--- config.mk ---
export PLATFORM = sky130hd
export DESIGN_NAME = regfile_write_sequencer
export DESIGN_NICKNAME = d
export VERILOG_FILES = /design/src/rtl/regfile_write_sequencer.sv
export SDC_FILE = /design/constraint.sdc
export NUM_CORES = 1
export LEC_CHECK = 0
export BUFFER_PORTS_ARGS = -buffer_cell sky130_fd_sc_hd__buf_4
export CAP_MARGIN = 30
export CORE_ASPECT_RATIO = 0.5
export CORE_MARGIN = 4
export CORE_UTILIZATION = 40
export CTS_CLUSTER_SIZE = 20
export DETAILED_ROUTE_END_ITERATION = 7
export GPL_TIMING_DRIVEN = 0
export PLACE_DENSITY = 0.76
export SYNTH_ARGS = -nofsm -noshare
export SYNTH_HDL_FRONTEND = slang
export SYNTH_SLANG_ARGS = --single-unit
--- constraint.sdc ---
create_clock -name clk -period 2.05 [get_ports clk]
set_input_delay 0.205 -clock clk [delete_from_list [all_inputs] [get_ports clk]]
set_output_delay 0.205 -clock clk [all_outputs]
set_load 0.1 [all_outputs]
--- src/rtl/regfile_write_sequencer.sv ---
// Write-port owner for the 32x32 register file. After reset it zeroes x1..x31,
// then grants round-robin among NUM_REQ writeback requesters and registers the winner.
module regfile_write_sequencer #(
  parameter int NUM_REQ = 3,
  parameter int ADDR_W  = 5,
  parameter int DATA_W  = 32
) (
  input  logic                      clk,
  input  logic                      reset,
  input  logic                      hold,
  input  logic [NUM_REQ-1:0]        req_valid,
  input  logic [NUM_REQ*ADDR_W-1:0] req_addr,
  input  logic [NUM_REQ*DATA_W-1:0] req_data,
  output logic [NUM_REQ-1:0]        req_ready,
  output logic                      rf_w_enable,
  output logic [ADDR_W-1:0]         rf_data_addr,
  output logic [DATA_W-1:0]         rf_data_in,
  output logic                      init_done
);
  localparam int PTR_W = $clog2(NUM_REQ);
  localparam logic [ADDR_W-1:0] LAST_ADDR = '1;

  typedef enum logic {S_INIT, S_ARB} state_t;

  state_t                         state_q;
  logic [ADDR_W-1:0]              init_cnt_q;
  logic [PTR_W-1:0]               rr_ptr_q, rr_ptr_d, gnt_idx;
  logic                           rf_w_enable_q, init_done_q;
  logic [ADDR_W-1:0]              rf_data_addr_q;
  logic [DATA_W-1:0]              rf_data_in_q;
  logic [NUM_REQ-1:0][ADDR_W-1:0] addr_a;
  logic [NUM_REQ-1:0][DATA_W-1:0] data_a;
  logic                           accept;
  int                             idx;

  for (genvar i = 0; i < NUM_REQ; i++) begin : g_unpack
    assign addr_a[i] = req_addr[i*ADDR_W +: ADDR_W];
    assign data_a[i] = req_data[i*DATA_W +: DATA_W];
  end

  // Scan from rr_ptr upward with wrap; the first valid requester wins.
  always_comb begin
    req_ready = '0;
    gnt_idx   = '0;
    accept    = 1'b0;
    idx       = 0;
    if (state_q == S_ARB && !hold) begin
      for (int k = 0; k < NUM_REQ; k++) begin
        idx = int'(rr_ptr_q) + k;
        if (idx >= NUM_REQ) idx = idx - NUM_REQ;
        if (!accept && req_valid[idx]) begin
          accept         = 1'b1;
          gnt_idx        = PTR_W'(idx);
          req_ready[idx] = 1'b1;
        end
      end
    end
    rr_ptr_d = (gnt_idx == PTR_W'(NUM_REQ-1)) ? '0 : gnt_idx + 1'b1;
  end

  always_ff @(posedge clk or posedge reset) begin
    if (reset) begin
      state_q        <= S_INIT;
      init_cnt_q     <= ADDR_W'(1);
      rr_ptr_q       <= '0;
      rf_w_enable_q  <= 1'b0;
      rf_data_addr_q <= '0;
      rf_data_in_q   <= '0;
      init_done_q    <= 1'b0;
    end else begin
      case (state_q)
        S_INIT: begin
          rf_w_enable_q  <= 1'b1;
          rf_data_addr_q <= init_cnt_q;
          rf_data_in_q   <= '0;
          init_cnt_q     <= init_cnt_q + 1'b1;
          if (init_cnt_q == LAST_ADDR) begin
            state_q     <= S_ARB;
            init_done_q <= 1'b1;
          end
        end
        S_ARB: begin
          // x0 writes still consume the grant and update addr/data, but never enable.
          rf_w_enable_q <= accept && (addr_a[gnt_idx] != '0);
          if (accept) begin
            rf_data_addr_q <= addr_a[gnt_idx];
            rf_data_in_q   <= data_a[gnt_idx];
            rr_ptr_q       <= rr_ptr_d;
          end
        end
        default: state_q <= S_INIT;
      endcase
    end
  end

  assign rf_w_enable  = rf_w_enable_q;
  assign rf_data_addr = rf_data_addr_q;
  assign rf_data_in   = rf_data_in_q;
  assign init_done    = init_done_q;

endmodule

==> results.yml <==
timing:
  finalHoldViolCount: 0
  setup_slack_ps: -422
  fmax_mhz: 405
  hold-worst-slack_ps: 160
  period_share: 1.21
  slew_viol_final: 0
  worstMarginPinSlew_ps: 530
  finalSetupViolations: 43
  slew-limit-headroom: 0.647
  tns_ps: -12180
  min_period_ps: 2470
  rsz0062_at_grt: "yes"
  finClkSkew_ps: 5.23
placed_design:
  gp_congestion: 0.763
  dp_cells: 537
  dpl-instance-area_um2: 4340
  io_buffers: 158
  hpwl_um: 7440
  place_worst_setup_slack_ps: -477
floorplan:
  die_x_um: 129
  coreArea_um2: 6910
  rows: 21
  initial_core_util: 0.426
  io_pins: 159
  dieArea_um2: 8880
  die_y_um: 68.7
synth:
  ys.flop_type: "dfrtp_1"
  synthTopCellsByArea: "dfrtp_1 39%, mux2i_1 14%, mux2_2 8.4%"
  synthCells: 286
  yosysTopAreaCell: "dfrtp_1"
  yosys_warnings: 0
  synth_top_family_by_area: "multiplexers"
  netlist_area_um2: 2940
  syn_nets: 409
  synth_simple_gate_area_frac: 0.110
  yosysSeqAreaShare: 0.400
  synth-adder-area-share: 0.0255
  synth_cell_types: 49
  synth-seq-cells: 47
  synth_mux_area_frac: 0.241
  async_flop_share: 1.00
  synth_edf_count: 0
  synth_compound_area_frac: 0.164
  synth_top_area_share: 0.391
  syn_avg_cell_area_um2: 10.3
  synthXorXnorAreaFrac: 0.00892
global_routing:
  grt_pass1_vias: 3061
  grt_pass1_wl_um: 15300
  grt_max_degree: 41
  gr-total-overflow: 0
  grt_use_total: 0.222
  antenna_found_initial: 0
setup_path:
  critPathLaunch: "rr_ptr_q[0]"
  crit_type: "flop to flop"
  crit_path_end_kind: "flop"
  critPathLaunchType: "flop"
  path_max_fanout: 9
  crit_required_ps: 2210
  timing.rr.start: "rr_ptr_q[0]"
  arrival_ps: 2640
routing:
  ant_nets: 0
  drtIter0Drc: 168
  vias: 3204
  routedWlPerCell_um: 19.3
  drc_errors: 0
  firstDrtPassIters: 4
  via_per_inst: 5.53
  wl_um: 11200
clocking:
  htreeDepth: 2
  clock_sinks: 47
  clock_path_buffers: 2
  path_clk_slew_ps: 70
  cts_buffers: 5
  root_buffer: "clkbuf_16"
  cts_tree: "yes"
  clk_latency_ps: 290
min_path:
  hp-start: "req_data[48]"
  worstHoldPathType: "input pin to flop"
layout:
  final_cell_mix: "182 x buf_4, 45 x dfrtp_1, 38 x mux2i_1"
  final_util: 0.743
  drive_above_1_share: 0.573
  final_cell_area_um2: 5130
  fillCellCount: 481
  fin_nets: 609
  diodes: 0
  final_common_cell: "buf_4"
  finalNonFillerCells: 579
  syn_to_final_growth_pct: 74.3
power_and_ir_drop:
  power_mw: 9.33
  power_density_nw_per_um2: 1820
  ir_worst_vdd_v: 0.000811
  leakage_nw: 2.36
run:
  maxCapViolations: 0
outcome:
  violations: "setup timing"
  run_status: "finished, violations left"
[kinds of logic (layout without fill, tap and decap cells)]
logic type	after synthesis	count (layout)
AO/OA/AOI/OAI	77	77
multiplexers	66	66
AND/OR/NAND/NOR	60	60
flip-flops	47	47
buffers and inverters	27	228
adder cells (fa/ha/maj)	6	6
XOR/XNOR	3	3
[worst max-delay path: stages, from the launching register on]
cell and delay, ps:
dfrtp_1 430, buf_4 160, ha_1 270, nand3b_1 240, buf_4 180, a21oi_4 170
buf_8 190, buf_12 140, mux2_4 300, mux2i_1 180, o21ai_1 100
[Yosys cell counts, types with 2 or more instances]
master	count
a21o_1	2
a21oi_1	6
a21oi_2	3
a22oi_1	14
a31oi_1	3
and3_1	3
buf_2	4
buf_4	3
buf_6	2
clkbuf_1	8
dfrtp_1	46
ha_1	6
inv_1	7
mux2_2	22
mux2_4	4
mux2i_1	40
nand2_1	13
nand2b_1	4
nand3_1	19
nor2_1	3
nor2b_1	4
nor3_1	2
nor4_1	3
o211ai_1	2
o21ai_0	15
o21ai_1	23
xnor2_1	3
[metal layers]
layer	track usage	share of wire
met1	0.270	0.41
met3	0.0369	0.041
met5	0	0
met4	0.0615	0.018
met2	0.416	0.53
[flip-flops by register name, indices dropped and copies added, names as in the netlist]
register,cells
init_cnt_q,5
init_done,1
rf_data_addr,5
rf_data_in,32
rf_w_enable,1
rr_ptr_q,2
state_q,1
[power breakdown]
part | switching (mW) | internal, mW
logic | 4.61 | 2.25
registers | 0.229 | 1.32
clock network | 0.350 | 0.577
[repair_timing]
| item | 4_1_cts | 5_1_grt |
|---|---|---|
| hold buffers | 1 | 0 |
| gates cloned | 0 | 4 |
| endpoints found under the setup margin | 43 | 43 |
| endpoints found under the hold margin | 7 | 0 |
| setup buffers | 21 | 10 |
| pin swaps | 10 | 11 |
| resized for setup | 52 | 37 |
[worst paths after layout]
path	to	slack, ps	depth (start not counted)
min	rf_data_in[16]	160	3
max	rf_data_addr[4]	-420	10
max reg2reg	rf_data_addr[4]	-420	10
min in group asynchronous	rf_data_in[0]	370	3
min reg2reg	init_done	460	1
max in group asynchronous	init_cnt_q[0]	1150	4
[cell type report]
| type | instances | area, um2 | share of cell area |
|---|---|---|---|
| Tap cell | 92 | 115 | 0.0224 |
| Sequential cell | 47 | 1180 | 0.230 |
| Buffer | 18 | 190 | 0.0371 |
| Inverter | 8 | 32.5 | 0.00634 |
| Clock inverter | 1 | 30.0 | 0.00585 |
| Multi-Input combinational cell | 212 | 1860 | 0.362 |
| Timing Repair Buffer | 194 | 1600 | 0.311 |
| Clock buffer | 7 | 133 | 0.0258 |
Note: power is estimated with default switching activity, not from simulation.
